===== src/rtl/mb_rx_deser.sv =====
// Mainband receive deserializer: checks the valid-lane framing, rebuilds 64-byte flits from
// 2-UI-per-lane clk samples and queues them in a small flit FIFO drained by valid/ready.
module mb_rx_deser #(
  parameter int FIFO_DEPTH = 4
) (
  input  logic         clk,
  input  logic         reset,
  input  logic         rx_en_i,
  input  logic [15:0]  data_ui0_i,
  input  logic [15:0]  data_ui1_i,
  input  logic         valid_ui0_i,
  input  logic         valid_ui1_i,
  output logic [511:0] flit_o,
  output logic         flit_valid_o,
  input  logic         flit_ready_i,
  output logic         frame_err_o,
  output logic         overflow_o,
  output logic         receiving_o,
  output logic [15:0]  flit_count_o
);

  localparam int AW = $clog2(FIFO_DEPTH);
  localparam logic [AW:0] DEPTH_C = (AW+1)'(FIFO_DEPTH);

  typedef enum logic {IDLE = 1'b0, RECV = 1'b1} state_e;

  state_e         state_q, state_d;
  logic [1:0]     cyc_q, cyc_d;
  logic [1:0]     frag_q, frag_d;
  logic [511:0]   asm_q, asm_d;
  logic [511:0]   mem_q [FIFO_DEPTH];
  logic [AW-1:0]  wr_ptr_q, wr_ptr_d;
  logic [AW-1:0]  rd_ptr_q, rd_ptr_d;
  logic [AW:0]    cnt_q, cnt_d;
  logic [15:0]    fcnt_q, fcnt_d;
  logic           err_q, err_d;
  logic           ovf_q, ovf_d;
  logic           push, pop, push_ok;
  logic [1:0]     pair;

  // Bit (2c, 2c+1) of byte 16f+l lives at flat index {f, l, c, 0/1}.
  function automatic logic [511:0] capture_bits(input logic [511:0] cur, input logic [1:0] f,
                                                input logic [1:0] c, input logic [15:0] d0,
                                                input logic [15:0] d1);
    logic [511:0] r;
    logic [3:0]   l4;
    r = cur;
    for (int l = 0; l < 16; l++) begin
      l4 = 4'(l);
      r[{f, l4, c, 1'b0}] = d0[l];
      r[{f, l4, c, 1'b1}] = d1[l];
    end
    return r;
  endfunction

  // State register
  always_ff @(posedge clk) begin
    if (reset) begin
      state_q  <= IDLE;
      cyc_q    <= 2'd0;
      frag_q   <= 2'd0;
      asm_q    <= '0;
      wr_ptr_q <= '0;
      rd_ptr_q <= '0;
      cnt_q    <= '0;
      fcnt_q   <= 16'd0;
      err_q    <= 1'b0;
      ovf_q    <= 1'b0;
    end else begin
      state_q  <= state_d;
      cyc_q    <= cyc_d;
      frag_q   <= frag_d;
      asm_q    <= asm_d;
      wr_ptr_q <= wr_ptr_d;
      rd_ptr_q <= rd_ptr_d;
      cnt_q    <= cnt_d;
      fcnt_q   <= fcnt_d;
      err_q    <= err_d;
      ovf_q    <= ovf_d;
    end
  end

  // The completed flit includes the f3 c3 sample, so the FIFO is written from asm_d.
  always_ff @(posedge clk) begin
    if (push_ok) mem_q[wr_ptr_q] <= asm_d;
  end

  // Next-state: framing check, assembly and FIFO bookkeeping
  always_comb begin
    state_d = state_q;
    cyc_d   = cyc_q;
    frag_d  = frag_q;
    asm_d   = asm_q;
    err_d   = 1'b0;
    push    = 1'b0;
    pair    = {valid_ui0_i, valid_ui1_i};

    if (!rx_en_i) begin
      state_d = IDLE;
      cyc_d   = 2'd0;
      frag_d  = 2'd0;
    end else if (state_q == IDLE) begin
      if (pair == 2'b11) begin
        asm_d   = capture_bits(asm_q, 2'd0, 2'd0, data_ui0_i, data_ui1_i);
        state_d = RECV;
        cyc_d   = 2'd1;
        frag_d  = 2'd0;
      end else if (pair != 2'b00) begin
        err_d = 1'b1;
      end
    end else begin
      if (cyc_q == 2'd0 && frag_q == 2'd0 && pair == 2'b00) begin
        state_d = IDLE;
      end else if (pair == (cyc_q[1] ? 2'b00 : 2'b11)) begin
        asm_d = capture_bits(asm_q, frag_q, cyc_q, data_ui0_i, data_ui1_i);
        cyc_d = cyc_q + 2'd1;
        if (cyc_q == 2'd3) frag_d = frag_q + 2'd1;
        if (cyc_q == 2'd3 && frag_q == 2'd3) push = 1'b1;
      end else begin
        err_d   = 1'b1;
        state_d = IDLE;
        cyc_d   = 2'd0;
        frag_d  = 2'd0;
      end
    end

    pop      = (cnt_q != '0) && flit_ready_i;
    push_ok  = push && ((cnt_q < DEPTH_C) || pop);
    ovf_d    = push && !push_ok;
    wr_ptr_d = push_ok ? wr_ptr_q + 1'b1 : wr_ptr_q;
    rd_ptr_d = pop ? rd_ptr_q + 1'b1 : rd_ptr_q;
    fcnt_d   = push_ok ? fcnt_q + 16'd1 : fcnt_q;
    case ({push_ok, pop})
      2'b10:   cnt_d = cnt_q + 1'b1;
      2'b01:   cnt_d = cnt_q - 1'b1;
      default: cnt_d = cnt_q;
    endcase
  end

  // Outputs
  always_comb begin
    receiving_o  = (state_q == RECV);
    flit_valid_o = (cnt_q != '0);
    flit_o       = flit_valid_o ? mem_q[rd_ptr_q] : '0;
    flit_count_o = fcnt_q;
    frame_err_o  = err_q;
    overflow_o   = ovf_q;
  end

endmodule

===== config.mk =====
export PLATFORM = sky130hd
export DESIGN_NAME = mb_rx_deser
export DESIGN_NICKNAME = d
export VERILOG_FILES = /design/src/rtl/mb_rx_deser.sv
export SDC_FILE = /design/constraint.sdc
export NUM_CORES = 2
export LEC_CHECK = 0
export ABC_AREA = 1
export BUFFER_PORTS_ARGS = -buffer_cell sky130_fd_sc_hd__clkbuf_2
export CORE_MARGIN = 1.5
export CORE_UTILIZATION = 40
export CTS_CLUSTER_DIAMETER = 80
export DETAILED_ROUTE_END_ITERATION = 8
export PLACE_DENSITY_LB_ADDON = 0.05
export SKIP_LAST_GASP = 1
export SLEW_MARGIN = 20
export SYNTH_ARGS = -nofsm -noshare
export SYNTH_HDL_FRONTEND = slang
export SYNTH_SLANG_ARGS = --single-unit

===== constraint.sdc =====
create_clock -name clk -period 31.3 [get_ports clk]
set_input_delay 6.26 -clock clk [delete_from_list [all_inputs] [get_ports clk]]
set_output_delay 6.26 -clock clk [all_outputs]
set_load 0.005 [all_outputs]

# Word level (Yosys, flattened, before mapping)
# Memories as Yosys holds them, arrays and structs flattened. A register that Yosys moved wholly into a read port is not among the register bits.
# Cells that the tools add are included.
# op_classes
add_sub_neg	7
mul	0
n_div	0
n_lt_le_gt_ge	65
eq_ne	8
n_shift	0
n_mux	131
bitwise	1
n_reduce_logical	50
# ops
op	n
$bwmux 512	32
$mux 512	5
$lt 9x10->1 const B	32
$ge 9x1->1 const B	32
$demux 1 s4	32
$mux 122	1
$mux 1	48
$logic_and 1x1->1	38
$mux 2	12
$add 16x1->16 const B	1
$add 2x1->2 const B	4
$eq 2x2->1 const B	4
$logic_not 2->1	3
$pmux 3 s2	1
$reduce_bool 2->1	3
$add 3x1->3 const B	1
$lt 3x3->1 const B	1
$ne 3x2->1 const B	1
$reduce_and 3->1	1
$reduce_bool 3->1	1
$sub 3x1->3 const B	1
$eq 2x1->1 const B	1
$eq 2x2->1	1
$ne 2x2->1 const B	1
other kinds (5)	5
# word_totals
ff_bits	542
latchBits	0
ram_bits	2048
rom_bits	0
in_bits	38
output_inout_bits	532
word_cells	273
memories	1
# memory_table
name	words	width	read_ports	rd_clocked_by_memory_dff	wr	line_no	rtl
mem_q	4	512	1	1	1	31	logic [511:0] mem_q [FIFO_DEPTH];

# Logic depth before layout (Yosys ltp)
# logic_depth
word_depth	40
depth_mapped	15

# Worst setup path after synthesis
# Ideal clock, no wire load.
# synth_timing
kind	input -> register
startpoint	in valid_ui1_i
endpoint	mem mem_q[0][0], enable pin
setup_ns	1.398
t_arrival_ns	28.468
t_required_ns	29.902
slack_ns	1.434
cell_stages	9
path_buffers	2
cell_sequence	inv_1 -> ha_1 -> nand3_1 -> nand3_1 -> nor2_4 -> buf_6 -> nand3_1 -> buf_2 -> nor2_1
# synth_via
elab_chain_cells	8
elab_cells_between_ends	10
cone_classes	eq/ne: 1; mux: 6; reduce/logical: 3
# synth_rtl
item	line_no	rtl
start: declaration	12	input logic valid_ui1_i,
$eq 2x2->1 or $logic_not 2->1 (tied branches)	114, 112	
$mux 1 or $logic_and 1x1->1 (tied branches)	114, 112	
$mux 1 (*)	112	if (cyc_q == 2'd0 && frag_q == 2'd0 && pair == 2'b00) begin
$mux 1 (*)	102	end else if (state_q == IDLE) begin
$mux 1 (*)	98	if (!rx_en_i) begin
$logic_and 1x1->1 (*)	128	push_ok = push && ((cnt_q < DEPTH_C) || pop);
$mux 1 (*)	85	if (push_ok) mem_q[wr_ptr_q] <= asm_d;
$mux 1 (not written as such) (*)	85	
end: declaration	31	
# Mark *: on every way between the ends. The rest lies on a longest branch, timed or not.

==> impl_metrics.ini <==
[synth]
synthCells = 9600
synth_cell_type_count = 32
syn-mean-instance-area_um2 = 10.7
synth_ff_type = edfxtp_1
synth_seq_area_share_pct = 70.6
ys_ff_latch = 2592
yosys_warnings = 0
synth_edf_count = 2048
async_flop_share_pct = 0
syn_nets = 9655
syn_area_um2 = 103000

[pwr]
p_leak_uw = 0.0484
p_switching_uw = 1430
peakVddDrop_mv = 0.0478
p_clk_share_pct = 46.8
power_uw = 7060
p_int_uw = 5630
seqPwrFrac_pct = 52.0
swShare_pct = 20.2
comb_power_share_pct = 1.2
p_per_area_nw_per_um2 = 60.1

[timing]
skew_ns = 0.0393
fin_ws_ns = 19.40
min_period_ns = 11.90
hold_violations = 0
fmax_ghz = 0.0840
report.final.slew_viol_count = 0
finalCritPeriodShare_pct = 38.0
relSlewSlack_pct = 21.4
setup_tns_ns = 0
tightestPinTransition_ns = 1.18
setup_viol = 0
rsz0062_at_grt = no

[worst_hold_path]
hp-class = register to register

[route]
via_per_inst = 5.09
ant_nets = 0
wire_per_inst_um = 24.1
dr_total_vias = 69200
drt_pass1_iterations = 6
drc = 0
routed_wl_um = 328000
drt_iter0_drc = 5845

[place]
place_ws_ns = 18.73
port_buffers = 569
placed_area_um2 = 108000
place_inst = 13100
place_hpwl_um = 171000
globalplace.congestion = 0.756

[clock_network]
cts-buffers-inserted = 300
cts_setup_buffers = 0
postCtsHoldBufs = 0
clock_sinks = 2592
insertion_delay_ns = 0.94
htreeDepth = 5
cts_root_buffer = clkbuf_16
cts_buffer_depth = 4
cts_resized = 0
clkSlewWorstSetupHoldPaths_ns = 0.06
cts_tree = built

[cells_and_area]
instances_no_fill = 13600
num-nets-final = 10100
area_growth_pct = 14.5
final_area_um2 = 117000
seqCellArea_um2 = 72400
fillers = 23500
layout-drive-gt1-share_pct = 11.5
multiInputGateArea_um2 = 23800

[floorplanning]
fp-row-count = 185
coreArea_um2 = 254000
start_util_pct = 40.3
fp.dieW_um = 509
die-area_um2 = 259000
ios = 570
fp.dieH_um = 509

[grt]
grt_max_degree = 246
grt_use_total_pct = 24.9
grt_pass1_wl_um = 464000
antenna_found_initial = 39
grt_pass1_vias = 65300
grt-ovfl-total = 0

[critical_path]
cp-start-kind = register
critPathArrivalTime_ns = 5.64
crit_path_end_kind = primary output
critPathKind = register to primary output
required_ns = 25.04
path_max_fanout = 144

[flow_run]
max_cap_violations = 0

[run_status]
outcome = finished, final reports clean
## per-stage QoR
stage	util [%]	hold WS, ns
detailed placement	42.5	0.454
finish	46.2	0.463
floorplan	-	0.436
global route	46.2	0.490
global placement	42.5	0.444
CTS	46.1	0.464
## layout make-up
type | count | area share (%)
sequential | 2592 | 61.6
multi-input combinational | 5399 | 20.2
clock buffer | 447 | 7.32
tap | 3366 | 3.59
timing repair buffer | 685 | 3.40
inverter | 1017 | 3.27
clock inverter | 84 | 0.532
antenna | 8 | 0.0170
## cell usage after synthesis, drive strengths merged, types with 3 or more instances
master / n / area share [%]
edfxtp: 2048 / 60
inv: 1017 / 3.7
nor3: 3 / 0.015
dfxtp: 544 / 11
xnor2: 4 / 0.034
o21ai: 1516 / 7.6
nor2: 2565 / 9.4
buf: 182 / 1.1
a21oi: 541 / 2.6
and2: 31 / 0.19
clkbuf: 410 / 1.5
ha: 16 / 0.20
nand3b: 31 / 0.23
nand4: 8 / 0.049
nand2: 668 / 2.6
nand3: 13 / 0.063
## kinds of logic (layout without fill, tap and decap cells)
group	after synthesis	after routing	share of synthesized area, %
adders and majority gates	17	17	0.215
AOI/OAI and AO/OA	2058	2058	10.3
DFF	2592	2592	70.6
xor gates and xnor gates	5	5	0.0427
and+or+nand+nor	3319	3319	12.6
buffers and inverters	1609	2233	6.30
other	0	8	0
## state kept, by name, summed over array words and instances, names as in the netlist, named ones only
register      flops
receiving_o       1
frag_q            2
frame_err_o       1
cnt_q             3
asm_q           512
wr_ptr_q          2
rd_ptr_q          2
overflow_o        1
flit_count_o     16
mem_q          2048
cyc_q             2
## critical path, stage by stage, from the launching register on
cell and delay [ns]:
dfxtp_4 0.55, inv_8 0.33, buf_12 0.38, buf_16 0.46, buf_4 0.85, buf_4 0.87, o21ai_0 0.22, a21oi_1 0.59
clkbuf_2 0.24
## power by group through the flow
stage               clock (uW)  sequential [uW]  combinational (uW)
global placement             0             3740                85.5
finish                    3310             3670                84.0
global route              3510             3670                87.4
CTS                       3380             3670                85.7
detailed placement           0             3740                85.6
floorplan                    0             3740                29.3
## per-layer routing
| layer | track usage [%] | vias up | wire (um) | share of wire [%] |
|---|---|---|---|---|
| li1 | - | 32600 | - | - |
| met1 | 35.5 | 34100 | 148000 | 45 |
| met2 | 40.3 | 2122 | 153000 | 47 |
| met3 | 3.85 | 352 | 21000 | 6.4 |
| met4 | 4.82 | 2 | 5450 | 1.7 |
| met5 | 0 | - | 11 | 0.0034 |
## path summary, 6_finish.rpt
kind	startpoint	end	slack, ns	cells past startpoint
hold / removal	rd_ptr_q[0]	register	0.46	1
hold reg to reg	rd_ptr_q[0]	register	0.46	1
setup / recovery	register	flit_o[104]	19.40	8
setup reg to reg	cyc_q[1]	mem_q[1][258]	24.68	13
## layout by cell type (no fill, tap or decap), drive strengths merged
| master | instances |
|---|---|
| o21ai | 1516 |
| diode | 8 |
| clkbuf | 1007 |
| clkinv | 70 |
| buf | 125 |
| nand2 | 668 |
| fa | 1 |
| and2 | 31 |
| bufinv | 7 |
| nand3 | 13 |
| nand4 | 8 |
| inv | 1023 |
| xnor2 | 4 |
| ha | 16 |
| dfxtp | 544 |
| xor2 | 1 |
| a21oi | 541 |
| nor3 | 3 |
| clkinvlp | 1 |
| nor2 | 2565 |
| a21boi | 1 |
| nand3b | 31 |
| edfxtp | 2048 |
(Power assumes the default switching activity.)
